[src/rtl/serial_add_sub_ctrl.sv]
// ---------------------------------------------------------------------------
// serial_add_sub_ctrl
//
// Bit-serial WIDTH-bit adder/subtractor sequencer. A single 1-bit full
// adder/subtractor cell is driven one operand bit per clock, LSB first, with
// the carry/borrow recirculated through a flip-flop. Word-level requests use a
// start/busy/done handshake.
//
// Optional feature macro: SERIAL_ADDSUB_OVF_EN
//   When defined, the overflow output exists and signed overflow is computed
//   from the operand signs latched at start and the final result MSB.
//
// Parameters
//   WIDTH     operand/result width in bits (>= 2)
//
// Ports
//   clk       rising-edge clock
//   rst       asynchronous, active-high reset
//   start     request pulse, accepted in IDLE or DONE
//   mode      0 = add (a+b+cin), 1 = subtract (a-b-cin, cin is borrow-in)
//   a, b      operands, sampled with an accepted start
//   cin       carry-in / borrow-in, sampled with an accepted start
//   busy      high while bits are being processed
//   done      one-cycle pulse; result/cout (and overflow) are final
//   result    sum/difference, held until the next accepted start clears it
//   cout      final carry-out / borrow-out, held with result
//   overflow  signed overflow (SERIAL_ADDSUB_OVF_EN only)
// ---------------------------------------------------------------------------
module serial_add_sub_ctrl #(
  parameter int WIDTH = 8
) (
  input  logic             clk,
  input  logic             rst,
  input  logic             start,
  input  logic             mode,
  input  logic [WIDTH-1:0] a,
  input  logic [WIDTH-1:0] b,
  input  logic             cin,
  output logic             busy,
  output logic             done,
  output logic [WIDTH-1:0] result,
  output logic             cout
`ifdef SERIAL_ADDSUB_OVF_EN
  ,
  output logic             overflow
`endif
);

  localparam int CW = $clog2(WIDTH);
  localparam int M  = WIDTH - 1;

  localparam logic [1:0] IDLE = 2'd0;
  localparam logic [1:0] RUN  = 2'd1;
  localparam logic [1:0] DONE = 2'd2;

  logic [1:0]       state;
  logic [WIDTH-1:0] sha;
  logic [WIDTH-1:0] shb;
  logic             mode_r;
  logic             cy;
  logic [CW-1:0]    cnt;

  // 1-bit arithmetic cell
  logic cell_in1;
  logic cell_in2;
  logic cell_p;
  logic sum_diff;
  logic carry_borr;

  logic accept;
  logic last_bit;

  // NOTE: every signal assigned in always_comb gets a value on every path,
  // otherwise synthesis infers a latch to hold the missing case.
  always_comb begin
    cell_in1 = sha[0];
    cell_in2 = shb[0];
    cell_p   = cell_in1 ^ cell_in2;
    sum_diff = cell_p ^ cy;
    if (mode_r) begin
      carry_borr = (~cell_in1 & cell_in2) | (~cell_p & cy);
    end else begin
      carry_borr = (cell_in1 & cell_in2) | (cy & cell_p);
    end
  end

  // A new operation may start from IDLE or straight out of DONE, which
  // allows back-to-back operations every WIDTH+1 cycles.
  assign accept   = start && ((state == IDLE) || (state == DONE));
  assign last_bit = (cnt == CW'(WIDTH - 1));

  assign busy = (state == RUN);
  assign done = (state == DONE);

  // NOTE: sequential state uses non-blocking assignments so every register
  // samples pre-edge values, independent of statement order.
  // NOTE: the shift registers are plain flops (not a memory array), so they
  // are cleared by the asynchronous reset along with the control state.
  always_ff @(posedge clk or posedge rst) begin
    if (rst) begin
      state  <= IDLE;
      sha    <= '0;
      shb    <= '0;
      mode_r <= 1'b0;
      cy     <= 1'b0;
      cnt    <= '0;
      result <= '0;
      cout   <= 1'b0;
    end else begin
      case (state)
        IDLE, DONE: begin
          if (accept) begin
            sha    <= a;
            shb    <= b;
            mode_r <= mode;
            cy     <= cin;
            cnt    <= '0;
            result <= '0;
            state  <= RUN;
          end else begin
            state  <= IDLE;
          end
        end
        RUN: begin
          // Operands shift out LSB first; result fills from the MSB side so
          // that after WIDTH shifts bit 0 lands in result[0].
          sha    <= sha >> 1;
          shb    <= shb >> 1;
          result <= {sum_diff, result[WIDTH-1:1]};
          cy     <= carry_borr;
          if (last_bit) begin
            cnt   <= '0;
            cout  <= carry_borr;
            state <= DONE;
          end else begin
            cnt   <= cnt + 1'b1;
          end
        end
        default: state <= IDLE;
      endcase
    end
  end

`ifdef SERIAL_ADDSUB_OVF_EN
  logic sign_a;
  logic sign_b;

  // The operands are consumed by shifting, so their signs are kept aside.
  // On the final bit sum_diff is the result MSB being written this edge.
  always_ff @(posedge clk or posedge rst) begin
    if (rst) begin
      sign_a   <= 1'b0;
      sign_b   <= 1'b0;
      overflow <= 1'b0;
    end else if (accept) begin
      sign_a <= a[M];
      sign_b <= b[M];
    end else if ((state == RUN) && last_bit) begin
      if (mode_r) begin
        overflow <= (sign_a != sign_b) && (sum_diff != sign_a);
      end else begin
        overflow <= (sign_a == sign_b) && (sum_diff != sign_a);
      end
    end
  end
`endif

endmodule

[config.mk]
export PLATFORM = sky130hd
export DESIGN_NAME = serial_add_sub_ctrl
export DESIGN_NICKNAME = d
export VERILOG_FILES = /design/src/rtl/serial_add_sub_ctrl.sv
export SDC_FILE = /design/constraint.sdc
export NUM_CORES = 1
export LEC_CHECK = 0
export CORE_MARGIN = 4
export CORE_UTILIZATION = 40
export CTS_CLUSTER_SIZE = 8
export DETAILED_ROUTE_END_ITERATION = 6
export PLACE_DENSITY = 0.66
export REMOVE_ABC_BUFFERS = 1
export SYNTH_ARGS = -nofsm -noshare
export SYNTH_HDL_FRONTEND = slang
export SYNTH_SLANG_ARGS = --single-unit
[constraint.sdc]
create_clock -name clk -period 3.2 [get_ports clk]
set_input_delay 0.32 -clock clk [delete_from_list [all_inputs] [get_ports clk]]
set_output_delay 0.32 -clock clk [all_outputs]
set_load 0.02 [all_outputs]
# Yosys cells after proc, flatten, opt, wreduce, memory -nomap -nowiden
# Cells that the tools add are included.
dict set report word_totals {
  ff_bits 32
  out_inout_bits 11
  in_bits 21
  elab_cells 47
}
dict set report classes {
  reduce_logical 8
  mux 15
  n_eq_ne 5
  bitwise_logic 10
  n_addsub 1
}
# op count
set ops {}
lappend ops {{case mux 8 bit (2 select lines)} 3}
lappend ops {{2-to-1 mux 8 bit} 3}
lappend ops {{2-to-1 mux 3 bit} 2}
lappend ops {{case mux 3 bit (2 select lines)} 1}
lappend ops {{AND reduction 2 bit} 3}
lappend ops {{bitwise AND 1 bit} 4}
lappend ops {{case mux 2 bit (2 select lines)} 1}
lappend ops {{adder 3 x 1 -> 3 bit, second input constant} 1}
lappend ops {{== test 3 bit, second input constant} 1}
lappend ops {{2-to-1 mux 1 bit} 3}
lappend ops {{== test 2 x 1 -> 1 bit, second input constant} 1}
lappend ops {{== test 2 bit, second input constant} 1}
lappend ops {{zero test 2 bit} 1}
lappend ops {{2-to-1 mux 2 bit} 1}
lappend ops {{!= test 2 x 1 -> 1 bit, second input constant} 1}
lappend ops {{!= test 2 bit, second input constant} 1}
lappend ops {{NOT 1 bit} 2}
lappend ops {{OR 1 bit} 2}
lappend ops {{case mux 1 bit (2 select lines)} 1}
lappend ops {{nonzero test 2 bit} 1}
lappend ops {{OR reduction 2 bit} 1}
lappend ops {{XOR 1 bit} 2}
lappend ops {{logical AND 1 bit} 1}
lappend ops {{logical OR 1 bit} 1}

# Longest topological paths before layout
# Gate-level depths: netlist of run 1.
dict set report depth {
  ltp_word 6
  depth_mapped 6
  depth_no_buf 4
}

# Worst setup path after synthesis of run 1
# No wires, ideal clock.
dict set report synth_path {
  path_kind {register -> register}
  from {register cnt[0]}
  to {register cout}
  required_ns 3.075
  stages_incl_launch_ff 5
  setup_slack_ns 1.902
  n_path_buf 0
  arrival_ns 1.173
  synth_period_minus_slack_ns 1.298
  setup_time_ns 0.125
  cell_sequence {dfrtp_1 > ha_1 > ha_1 > and2_4 > mux2_4}
}
dict set report synth_via {
  elab_chain_cells 2
}
# element line_no
set synth_lines {}
lappend synth_lines {{start, declared} 61} ;# logic [CW-1:0] cnt;
lappend synth_lines {{start signal, assigned} 136} ;# cnt <= cnt + 1'b1;
lappend synth_lines {{== test 3 bit} 90} ;# assign last_bit = (cnt == CW'(WIDTH - 1));
lappend synth_lines {{AND reduction 2 bit (no line)} n/a}
lappend synth_lines {{end signal, assigned} 133} ;# cout <= carry_borr;
lappend synth_lines {{end, declared} 42} ;# output logic cout
# No other way between the ends.
# A chain may end at the register's enable or synchronous reset.

# Final worst setup path of run 1
dict set report layout_path {
  from {register state[1]}
  to {output busy}
}
dict set report layout_via {
  elab_chain_cells 1
}
# element line_no
set layout_lines {}
lappend layout_lines {{start, declared} 56} ;# logic [1:0] state;
lappend layout_lines {{start signal, assigned} 101} ;# state <= IDLE;
lappend layout_lines {{start signal, assigned} 119} ;# state <= RUN;
lappend layout_lines {{start signal, assigned} 121} ;# state <= IDLE;
lappend layout_lines {{== test 2 x 1 -> 1 bit} 92} ;# assign busy = (state == RUN);
lappend layout_lines {{end, declared} 39} ;# output logic busy,
# No other way between the ends.

==> flow_summary.ini, run 1 <==
[floorplanning]
start_util_pct = 43.49
die_x_um = 66.55
io_pins = 32
die_h_um = 66.55
placementRows = 20
dieArea_um2 = 4429
fp.coreArea_um2 = 3153

[global_routing]
grt_pass1_vias = 1041
grt_max_degree = 33
grt_overflow_total = 0
grt_pass1_wl_um = 4836
grt_usage_pct = 14.57
antenna_found_initial = 0

[worst_setup_path]
endpoint_kind = output port
r2r-start = state[1]$_DFFE_PP0P_
r2r_setup_slack_ps = 1380
reg2reg_depth = 4
crit_family = buffers and inverters
cp_data_arrival_time_ps = 2210
max_stage_delay_ps = 670
crit_chain = nand2b_1, inv_4, clkdlybuf4s50_1
critPathLaunchType = register
path_max_fanout = 27
crit-reg2reg-capture = cout$_DFFE_PP0P_
critPathKind = register to output port
crit_required_ps = 2880
slowest_stage = clkdlybuf4s50_1
path_buf_inv = 2

[sta]
fin_crit_sh_pct = 79.07
slew_viol_final = 0
setup_tns_ps = 0
relSlewSlack_pct = 54.07
max_freq_ghz = 0.3952
finalClockSkew_ps = 1.504
rsz0062_at_grt = no
final-setup-viol-count = 0
finalHoldViolCount = 0
setup_ws_ps = 669.7
worst_pin_slew_ps = 689.0
layout_min_cycle_time_ps = 2530

[synth]
synth_cell_types = 23
syn_area_um2 = 1371
synthArstFlopShare_pct = 100.0
syn_area_per_cell_um2 = 11.62
yosys_warnings = 0
seq_area_frac_synth_pct = 58.39
synth_cells = 118
synth-edff-count = 0
ys.flop_type = dfrtp_1
ys_ff_latch = 32

[clock_tree]
root_buffer = clkbuf_4
cts_hold_buf = 0
clockBufferDepth = 2
path_clk_slew_ps = 90
cts_buffers = 5
postCtsSetupBuffers = 0
clkLatencyLatePin_ps = 320
clkSinkCount = 32
post_cts_resize_count = 0
tritoncts = yes
htreeDepth = 2

[routing]
wl_um = 2725
viasPerCell = 5.246
ant_nets = 0
routedWlPerCell_um = 14.27
dr.pass1.iters = 4
post-route-drc-count = 0
vias = 1002
drtIter0Drc = 27

[power]
vdd_drop_max_mv = 0.4637
p_leak_nw = 0.7467
total_power_w = 0.001732
power_density_nw_per_um2 = 1003

[placement]
dpl.cell_count = 186
dp_hpwl_um = 1860
gp_congestion = 0.7527
numPortBuffers = 31
dp_slack_ps = 1013

[worst_hold_path]
worst_hold_path_type = input pin to async pin

[finish]
synthToLayoutAreaGrowth_pct = 25.91
fin_cells = 191
final_layout_size_suffix_gt1_share_pct = 7.483
antenna_cells = 0
finalNetCount = 174
n_fill_cell = 282

[run_status]
status = complete, no violations

[job]
drv_cap = 0
## power by group
part / leakage (nW) / internal [W] / switching [W]
registers: 0.392 / 0.000599 / 0.000113
clock network: 0.0230 / 0.0000733 / 0.000121
logic: 0.332 / 0.000391 / 0.000434
total: 0.747 / 0.00106 / 0.000669
## final cells by class
| class | count | area, µm² | share of cell area, % |
|---|---|---|---|
| inverters | 5 | 21.27 | 1.232 |
| multi-input cells | 72 | 486.7 | 28.19 |
| flip-flops and latches | 32 | 800.8 | 46.38 |
| well taps | 44 | 55.05 | 3.188 |
| clock buffers | 5 | 37.54 | 2.174 |
| repair buffers | 33 | 325.3 | 18.84 |
## layout by cell type (no fill, tap or decap)
cell type        count
nand2b_1             2
mux2_4               1
inv_1                4
dfrtp_1             32
a221o_1              1
ha_1                 2
mux2i_1              1
nand2_1              3
nor2b_1              2
clkbuf_4             5
inv_4                1
nor2_4               1
nor3_1              14
o21ai_0              1
nor2_1              12
a21oi_1              2
clkdlybuf4s50_1     31
fa_1                 2
a21o_1               1
a22o_1              12
and2_4               1
o22ai_1             14
buf_4                2
## state kept, by name, indices dropped and copies added, names as in the netlist
| signal | flops |
|---|---|
| sha | 8 |
| state | 2 |
| cy | 1 |
| mode_r | 1 |
| result | 8 |
| cnt | 3 |
| shb | 8 |
| cout | 1 |
## metrics by stage
stage	hold WS (ps)	cell area, µm²	util [%]
5_1_grt	405.9	1727	54.76
4_1_cts	377.9	1727	54.76
3_5_place_dp	483.7	1689	53.57
2_1_floorplan	425.4	1309	-
6_report	374.8	1727	54.76
3_3_place_gp	486.6	1689	53.57
## kinds of logic (layout without fill, tap and decap cells)
group / count (synthesis) / after routing / share of synthesized area, %
buf+inv: 14 / 43 / 6.112
compound gates: 31 / 31 / 16.42
fa+ha+maj: 4 / 4 / 4.744
flops: 32 / 32 / 58.39
mux: 2 / 2 / 1.825
simple gates: 35 / 35 / 12.50
## cell usage after synthesis, types with 2 or more instances
| library cell | n | area share, % |
|---|---|---|
| a22o_1 | 12 | 7.7 |
| ha_1 | 2 | 1.8 |
| inv_1 | 4 | 1.1 |
| o22ai_1 | 14 | 6.4 |
| dfrtp_1 | 32 | 58 |
| a21oi_1 | 2 | 0.73 |
| nand2_1 | 3 | 0.82 |
| nor2b_1 | 2 | 0.91 |
| nand2b_1 | 2 | 0.91 |
| buf_6 | 2 | 1.6 |
| nor2_1 | 12 | 3.3 |
| buf_4 | 2 | 1.1 |
| nor3_1 | 14 | 5.1 |
| buf_2 | 5 | 1.8 |
| fa_1 | 2 | 2.9 |
## worst register-to-register path: cells and delay by family (launching register included)
kind / cells / cell delay (ps)
AND/OR/NAND/NOR: 2 / 660
buffers and inverters: 1 / 400
multiplexers: 1 / 290
flip-flops: 1 / 370
## layer usage
metal  track usage, %  vias to the layer above  share of wire (%)
met5                0                        -                  0
met4            9.137                        0                2.2
met3            3.035                        6                4.7
met2            22.28                       25                 47
met1            18.68                      487                 46
li1                 -                      484                  -
## worst max-delay path by stage
stage	startpoint	end	slack [ps]	cells past startpoint
after floorplan	state[1]$_DFFE_PP0P_	cout$_DFFE_PP0P_	1590	4
after global placement	state[1]$_DFFE_PP0P_	busy	1030	3
after detailed placement	state[1]$_DFFE_PP0P_	busy	1010	3
after CTS	state[1]$_DFFE_PP0P_	busy	650	3
after global routing	state[1]$_DFFE_PP0P_	busy	530	3
final	state[1]$_DFFE_PP0P_	busy	670	3
(Power assumes the default switching activity.)
==> run 2: changes to the inputs <==
- clock period: 3.2 -> 2.61 ns (I/O delays scaled with it)
==> run 2 against run 1 <==
Hold slack got worse by 62 ps. Final area grew 3.1%. Non-clock buffer count rose by 2. Routed wire length rose by 0.84%. Critical path type unchanged. Largest power group unchanged.
==> flow_summary.ini, run 2 (synthesis gave the netlist of run 1 again) <==
[clock_tree]
htreeDepth = 2
cts_buffers = 5
clkSinkCount = 32
clockBufferDepth = 2
post_cts_resize_count = 0
clkLatencyLatePin_ps = 320
cts_hold_buf = 0
tritoncts = yes
path_clk_slew_ps = 90
root_buffer = clkbuf_4
postCtsSetupBuffers = 0

[power]
power_density_nw_per_um2 = 1281
vdd_drop_max_mv = 0.5423
p_leak_nw = 0.7755

[sta]
worst_pin_slew_ps = 618.5
rsz0062_at_grt = no
relSlewSlack_pct = 58.76
finalClockSkew_ps = 4.208
slew_viol_final = 0
layout_min_cycle_time_ps = 1962
finalHoldViolCount = 0
final-setup-viol-count = 0
fin_crit_sh_pct = 75.18
setup_tns_ps = 0
max_freq_ghz = 0.5096
setup_ws_ps = 647.9

[placement]
dp_hpwl_um = 1955
dpl.cell_count = 188
gp_congestion = 0.7941
dp_slack_ps = 987.3
numPortBuffers = 31
placed_area_um2 = 1704

[routing]
vias = 1007
post-route-drc-count = 0
ant_nets = 0
met2_length_um = 1372
routed.top_layer = met4
wl_met3_um = 103
viasPerCell = 5.138
drtIter0Drc = 51
wl_um = 2748
wirelength_met1_um = 1221
routedWlPerCell_um = 14.02
dr.pass1.iters = 4

[worst_setup_path]
critPathLaunchType = register
crit_required_ps = 2350
path_max_fanout = 17
endpoint_kind = output port
cp_data_arrival_time_ps = 1700
critPathKind = register to output port

[run_status]
status = complete, no violations

[floorplanning]
dieArea_um2 = 4429
die_x_um = 66.55
placementRows = 20
io_pins = 32
fp.coreArea_um2 = 3153
die_h_um = 66.55
start_util_pct = 43.49

[finish]
n_fill_cell = 307
final-seq-area_um2 = 800.8
multi_input_area_um2 = 486.7
final_layout_size_suffix_gt1_share_pct = 9.868
antenna_cells = 0
finalNetCount = 176
layout_commonest_cell = dfrtp_1
top_regs = result: 8 flops, sha: 8 flops, shb: 8 flops
fin_cells = 196
synthToLayoutAreaGrowth_pct = 29.84
layout_common_cells = dfrtp_1, clkdlybuf4s50_1, o22ai_1, nor3_1
final_area_um2 = 1780

[global_routing]
grt_pass1_vias = 1057
grt_usage_pct = 14.87
grt_overflow_total = 0
grt_max_degree = 33
antenna_found_initial = 0
grt_pass1_wl_um = 4926

[worst_hold_path]
worst_hold_path_type = input pin to async pin

[job]
drv_cap = 0
## run 2: per-layer routing
layer | track usage [%] | vias to the layer above
met3 | 4.216 | 5
met1 | 18.20 | 493
met5 | 0 | -
li1 | - | 488
met2 | 24.50 | 21
met4 | 6.091 | 0
## run 2: cell type report
| class | count | area share, % |
|---|---|---|
| Timing Repair Buffer | 35 | 19.11 |
| Tap cell | 44 | 3.092 |
| Sequential cell | 32 | 44.98 |
| Multi-Input combinational cell | 72 | 27.34 |
| Clock inverter | 2 | 1.968 |
| Inverter | 5 | 1.195 |
| Clock buffer | 6 | 2.319 |
## run 2: critical path, cell delays in order (launching register included)
cell,delay (ps)
dfrtp_1,380
nand2b_1,190
inv_4,180
clkdlybuf4s50_1,630
## run 2: final timing paths
check | slack [ps] | startpoint | end | cells past startpoint
min in group clk | 480 | mode | mode_r$_DFFE_PP0P_ | 3
setup reg to reg | 1160 | state[0]$_DFFE_PP0P_ | cnt[1]$_DFFE_PP0P_ | 5
hold / removal | 310 | rst | result[6]$_DFFE_PP0P_ | 3
setup / recovery | 650 | state[1]$_DFFE_PP0P_ | busy | 3
hold reg to reg | 510 | shb[6]$_DFFE_PP0P_ | shb[6]$_DFFE_PP0P_ | 2
max in group asynchronous | 2010 | rst | sha[6]$_DFFE_PP0P_ | 3
## run 2: report_power, final
part           switching [W]  total, W  internal [W]
Combinational       0.000546   0.00105      0.000505
Sequential          0.000140  0.000874      0.000734
Clock               0.000156  0.000356      0.000201
Total               0.000841   0.00228       0.00144
## run 2: stage by stage
| stage | hold slack (ps) | power [W] | util (%) |
|---|---|---|---|
| floorplan | 366.4 | 0.001555 | - |
| global placement | 483.5 | 0.001907 | 54.05 |
| detailed placement | 492.1 | 0.001949 | 54.05 |
| CTS | 310.5 | 0.002317 | 56.47 |
| global route | 325.5 | 0.002479 | 56.47 |
| finish | 312.5 | 0.002281 | 56.47 |
